## src/rtl/uart_loader.sv

```systemverilog
// uart_loader: parses framed UART downloads and writes assembled words into instruction memory.
module uart_loader #(
    parameter int WORD_BYTES = 2,
    parameter int ADDR_W = 8,
    parameter int TIMEOUT = 4096
) (
    input  logic                    clk,
    input  logic                    reset,
    input  logic [7:0]              rx_data,
    input  logic                    rx_ready,
    output logic                    mem_we,
    output logic [ADDR_W-1:0]       mem_addr,
    output logic [8*WORD_BYTES-1:0] mem_wdata,
    output logic                    busy,
    output logic                    done,
    output logic                    error
);
    localparam int WORD_W = 8*WORD_BYTES;
    localparam int BI_W = WORD_BYTES > 1 ? $clog2(WORD_BYTES) : 1;
    localparam int T_W = $clog2(TIMEOUT+1);
    typedef enum logic [2:0] {IDLE, LEN_HI, LEN_LO, DATA, CSUM, DONE, ERROR} state_t;
    state_t state;
    logic rdy_q;
    logic [7:0] len_hi, sum;
    logic [15:0] rem, len;
    logic [BI_W-1:0] bidx;
    logic [WORD_W-1:0] word;
    logic [WORD_W+7:0] shifted;
    logic [T_W-1:0] tcnt;
    logic acc, receiving, timeout, last_byte;
    always_comb begin
        acc = rx_ready & ~rdy_q;
        len = {len_hi, rx_data};
        shifted = {word, rx_data};
        last_byte = bidx == BI_W'(WORD_BYTES-1);
        receiving = state inside {LEN_HI, LEN_LO, DATA, CSUM};
        timeout = receiving && !acc && tcnt == T_W'(TIMEOUT-1);
    end
    // rdy_q resets high so a ready level already present at reset release is not a new byte
    always_ff @(posedge clk or posedge reset) begin
        if (reset) begin
            state <= IDLE;
            rdy_q <= 1'b1;
            len_hi <= '0;
            sum <= '0;
            rem <= '0;
            bidx <= '0;
            word <= '0;
            tcnt <= '0;
            mem_we <= 1'b0;
            mem_addr <= '0;
            mem_wdata <= '0;
            busy <= 1'b0;
            done <= 1'b0;
            error <= 1'b0;
        end else begin
            rdy_q <= rx_ready;
            mem_we <= 1'b0;
            if (mem_we) mem_addr <= mem_addr + 1'b1;
            tcnt <= (acc || !receiving) ? '0 : tcnt + 1'b1;
            case (state)
                IDLE: if (acc && rx_data == 8'hA5) begin
                    state <= LEN_HI;
                    busy <= 1'b1;
                    done <= 1'b0;
                    error <= 1'b0;
                    sum <= '0;
                    bidx <= '0;
                    mem_addr <= '0;
                end
                LEN_HI: if (acc) begin
                    len_hi <= rx_data;
                    state <= LEN_LO;
                end
                LEN_LO: if (acc) begin
                    rem <= len;
                    state <= 32'(len) > (32'd1 << ADDR_W) ? ERROR : len == '0 ? CSUM : DATA;
                end
                DATA: if (acc) begin
                    sum <= sum + rx_data;
                    word <= shifted[WORD_W-1:0];
                    bidx <= last_byte ? '0 : bidx + 1'b1;
                    if (last_byte) begin
                        mem_we <= 1'b1;
                        mem_wdata <= shifted[WORD_W-1:0];
                        rem <= rem - 1'b1;
                        if (rem == 16'd1) state <= CSUM;
                    end
                end
                CSUM: if (acc) state <= rx_data == sum ? DONE : ERROR;
                DONE: begin
                    done <= 1'b1;
                    busy <= 1'b0;
                    state <= IDLE;
                end
                ERROR: begin
                    error <= 1'b1;
                    busy <= 1'b0;
                    state <= IDLE;
                end
                default: state <= IDLE;
            endcase
            if (timeout) state <= ERROR;
        end
    end
endmodule

```

## config.mk

```make
export PLATFORM = sky130hd
export DESIGN_NAME = uart_loader
export DESIGN_NICKNAME = d
export VERILOG_FILES = /design/src/rtl/uart_loader.sv
export SDC_FILE = /design/constraint.sdc
export NUM_CORES = 1
export LEC_CHECK = 0
export BUFFER_PORTS_ARGS = -buffer_cell sky130_fd_sc_hd__clkbuf_2
export CORE_UTILIZATION = 25
export DETAILED_ROUTE_END_ITERATION = 10
export GPL_TIMING_DRIVEN = 0
export MAX_ROUTING_LAYER = met4
export PLACE_DENSITY = 0.52
export RECOVER_POWER = 50
export SLEW_MARGIN = 25
export SYNTH_ARGS = -nofsm -noshare
export SYNTH_HDL_FRONTEND = slang
export SYNTH_SLANG_ARGS = --single-unit
export TNS_END_PERCENT = 5
```

## constraint.sdc

```tcl
create_clock -name clk -period 8.69 [get_ports clk]
set_clock_uncertainty 0.15 [all_clocks]
set_input_delay 1.3035 -clock clk [delete_from_list [all_inputs] [get_ports clk]]
set_output_delay 1.3035 -clock clk [all_outputs]
set_load 0.005 [all_outputs]
```

Word level (Yosys, flattened, before mapping). Index checks and enable logic that the tools add are counted.

Flip-flop bits (word level): 86. Input port bits: 11. Word-level logic and storage cells: 101.

$add $sub $neg: 5. Magnitude comparators: 1. Eq/ne operators: 21. Muxes and demuxes: 34. Bitwise operators: 2. Reductions and logical operators: 24.

Operator list (count): 2-to-1 mux 16 bit (3); 2-to-1 mux 8 bit (5); case mux 16 bit (2 select lines) (1); 2-to-1 mux 3 bit (10); inequality test 3 bit (second input constant) (6); == test 16 x 1 -> 1 bit (second input constant) (1); > comparator 16 x 9 -> 1 bit (second input constant) (1); zero test 16 bit (1); case mux 8 bit (2 select lines) (1); subtractor 16 x 1 -> 16 bit (second input constant) (1); case mux 3 bit (5 select lines) (1); adder 13 x 1 -> 13 bit (second input constant) (1); == test 13 x 12 -> 1 bit (second input constant) (1); 2-to-1 mux 13 bit (1); AND reduction 2 bit (5); nonzero test 2 bit (5); == test 3 bit (second input constant) (3); adder 8 x 1 -> 8 bit (second input constant) (1); adder 8 bit (1); == test 8 bit (1); == test 8 bit (second input constant) (1); inequality test 2 bit (second input constant) (4); case mux 1 bit (2 select lines) (4); 2-to-1 mux 1 bit (7); 16 further kinds (21).

Logic depth before layout (Yosys ltp).
Depth after elaboration: 7. Mapped depth: 8. Depth with buffers taken out: 7.

Worst setup path after synthesis. No wires, ideal clock.

Kind: input-to-reg. From: input port rx_data[6]. To: register sum[7]. Data arrival time: 2.947 ns. Setup slack: 5.472 ns. Stages on the path: 7. Cells stage by stage: or4_1 buf_2 or4_4 buf_6 and3_4 a31oi_1 nand2b_1.

Longest elaborated chain between the ends: 4.

RTL lines: start, declared (RTL line 9) `input logic [7:0] rx_data,`; parallel branches: the longest is 4 deep, another holds adder 8 bit; end signal, assigned (RTL line 80) `sum <= sum + rx_data;`; end, declared (RTL line 24) `logic [7:0] len_hi, sum;`.

Several ways; the timed one is not identified. The select of a mux whose other input is x is not followed. A chain may end at the register's enable or synchronous reset.

Worst setup path after layout.
From: input port rx_data[6]. To: register sum[6].

Same word-level chain as after synthesis.

==> run_results.csv <==
group,metric,value,unit
grt,groute.usage.overall,12.9,%
detailed_routing,drt-pass1-iter-count,4,
sta,min_period,3470,ps
worst_setup_path,endpoint_kind,"register",
layout,fin_cells,712,
grt,grt_pass1_vias,3364,
place,place.gp.congestion,0.810,
logic_synthesis,synth_commonest_cells,"85 x dfrtp_1, 56 x nand2_1, 44 x nor2_1",
die,die_x,134,microns
worst_setup_path,critPathMaxStageDelay,840,ps
grt,antenna_found_initial,0,
sta,finalSetupTns,0,ps
clock_network,post_cts_buffers,0,
worst_hold_path,min_path_type,"reg -> reg",
clock_network,clkSinkCount,86,
logic_synthesis,synth.top_cell.area_share,48.9,%
die,rows,47,
detailed_routing,avgRoutedWirePerCell,14.8,microns
pwr,power_frac_comb,36.9,%
logic_synthesis,ys_types,59,
clock_network,post_cts_resized,0,
die,start_util,25.9,%
detailed_routing,routed-wl-met2,5000,microns
pwr,power_density,333,nW/um^2
sta,fmax,289,MHz
clock_network,clk_latency,340,ps
clock_network,cts_tree,"built",
die,dieArea,17900,sq um
worst_setup_path,reg2reg_slack,5960,ps
detailed_routing,dr_wl_met3,386,microns
detailed_routing,drtAntennaViolNets,0,
sta,timing.final.crit_share,39.9,%
logic_synthesis,yosysSeqAreaShare,49.5,%
pwr,p_switching,0.641,mW
sta,hold_viol_final,0,
place,placed_cells,697,
clock_network,cts-htree-levels,3,
outcome,run_status,"completed",
job,maxCapViolCount,0,
clock_network,cts_buffers,9,
pwr,ir_drop,0.131,mV
logic_synthesis,syn_avg_cell_area,9.92,sq um
worst_setup_path,crit_start,"rx_data[6]",
sta,hold_slack,328,ps
layout,areaGrowthSynthToFinish,18.2,%
worst_setup_path,crit_chain,"clkbuf_2 > or4_1 > buf_2 > nor4_2 > nor2_1 > a211oi_1 > nand2_1",
layout,nets,511,
worst_setup_path,cp_max_fo,9,
pwr,intPower,1.07,mW
logic_synthesis,synth_edf_count,0,
logic_synthesis,async_flop_share,100,%
logic_synthesis,yosys_warnings,0,
sta,worst_pin_slew,976,ps
detailed_routing,drtIter0Drc,198,
die,fp.dieH,134,microns
detailed_routing,vias_per_cell,4.88,
worst_setup_path,r2r_start,"state[1]$_DFFE_PP0P_",
worst_hold_path,hold_start,"word[3]$_DFFE_PP0P_",
clock_network,root_buffer,"clkbuf_16",
logic_synthesis,yosysTopAreaCell,"dfrtp_1",
clock_network,clk_path_buf_depth,2,
pwr,seqPwrFrac,40.2,%
worst_setup_path,crit_required,8760,ps
place,port_buffers,37,
pwr,p_sw_share,37.5,%
place,place_hpwl,7430,microns
die,boundaryPins,39,
detailed_routing,drc_errors,0,
place,post_dp_cell_area,4850,sq um
sta,rsz0062_at_grt,"false",
clock_network,path_clk_slew,60,ps
logic_synthesis,ys.flop_type,"dfrtp_1",
detailed_routing,vias,3473,
sta,setup_viol,0,
worst_setup_path,crit_buf_inv,2,
detailed_routing,top_layer,"met4",
worst_setup_path,slowest_stage,"nor4_2",
grt,grt_max_degree,73,
logic_synthesis,yosysMostFrequentCell,"dfrtp_1",
grt,grt_pass1_wl,17600,microns
grt,grt-ovfl-total,0,
detailed_routing,drt_wl_total,10600,microns
pwr,power_frac_clock,22.9,%
pwr,p_leak,2.26,nW
layout,antennaDiodeCount,0,
layout,fin_area,5150,sq um
logic_synthesis,syn_nets,462,
logic_synthesis,synth.ff_latch_count,86,
worst_setup_path,crit_path_start_kind,"input port",
detailed_routing,m1WireLength,4910,microns
logic_synthesis,synth_area_leaders,"dfrtp_1 49%, mux2_2 6.2%, nand2_1 4.8%, nor2_1 3.8%, xor2_1 3.6%",
sta,layout_setup_ws,5220,ps
worst_setup_path,arrival,3540,ps
sta,relSlewSlack,34.4,%
clock_network,hold_buffers,0,
logic_synthesis,synthCells,439,
sta,slew_viol_final,0,
worst_setup_path,crit_family,"simple AND/OR/NAND/NOR gates",
worst_setup_path,critPathKind,"in -> reg",
logic_synthesis,syn_area,4350,sq um
place,place_ws,4880,ps
die,core-area,16800,sq um
layout,drive_gt1_share,18.9,%
## metal layers
| layer | vias up | GRT usage [%] |
|---|---|---|
| met2 | 77 | 19.3 |
| met3 | 16 | 2.27 |
| met1 | 1709 | 17.0 |
| met5 | - | - |
| met4 | 0 | 5.93 |
| li1 | 1671 | - |
## placed cells by master (no fill, tap or decap), types with 14 or more instances in the layout
cell / instances
o21ai_0: 22
nand2_1: 56
dfrtp_1: 85
nor2_1: 44
mux2_2: 24
nand3_1: 23
clkbuf_1: 14
xor2_1: 18
clkbuf_2: 36
a21oi_1: 20
## state kept, by name, summed over array words and instances (netlist names), 3 cells and up
name and cells:
rem 16, state 3, sum 8, word 8, tcnt 13, mem_addr 8, len_hi 8, mem_wdata 16
## power by group through the flow
| stage | registers, mW | clock network (mW) | logic, mW |
|---|---|---|---|
| finish | 0.689 | 0.391 | 0.632 |
| global route | 0.713 | 0.423 | 0.712 |
| CTS | 0.686 | 0.405 | 0.634 |
| detailed placement | 0.692 | 0 | 0.631 |
| global placement | 0.687 | 0 | 0.613 |
| floorplan | 0.663 | 0 | 0.456 |
## worst min-delay path: stages, from the launching register on
cell     delay (ps)
dfrtp_1         340
nand2_1          50
nand2_1          60
## layout make-up
type                            instances  area (sq um)
Fill cell                            1808         11700
Inverter                                9          35.0
Timing Repair Buffer                   38           211
Clock buffer                           11           243
Clock inverter                          4          55.1
Tap cell                              220           275
Multi-Input combinational cell        325          2080
Sequential cell                        86          2150
Buffer                                 19          92.6
## stage by stage
stage,total power [mW],utilization [%]
final,1.71,30.6
after global routing,1.85,30.6
after CTS,1.73,30.6
after detailed placement,1.32,28.8
after global placement,1.30,28.6
after floorplan,1.12,-
## logic make-up (layout without fill, tap and decap cells)
logic type | count (synthesis) | count (layout) | synth area share, %
mux | 26 | 26 | 6.67
simple gates | 182 | 182 | 20.4
compound gates | 80 | 80 | 11.9
xor+xnor | 25 | 25 | 5.03
fa+ha+maj | 12 | 12 | 3.62
buf+inv | 28 | 81 | 2.90
flops | 86 | 86 | 49.5
## worst paths after layout
kind,endpoint,depth (start not counted)
max,sum[6]$_DFFE_PP0P_,7
min,word[3]$_DFFE_PP0P_,2
max reg2reg,mem_wdata[1]$_DFFE_PP0P_,7
min reg2reg,word[3]$_DFFE_PP0P_,2
max in group asynchronous,rem[15]$_DFFE_PP0P_,3
min in group asynchronous,mem_addr[7]$_DFF_PP0_,2
(Power assumes the default switching activity.)
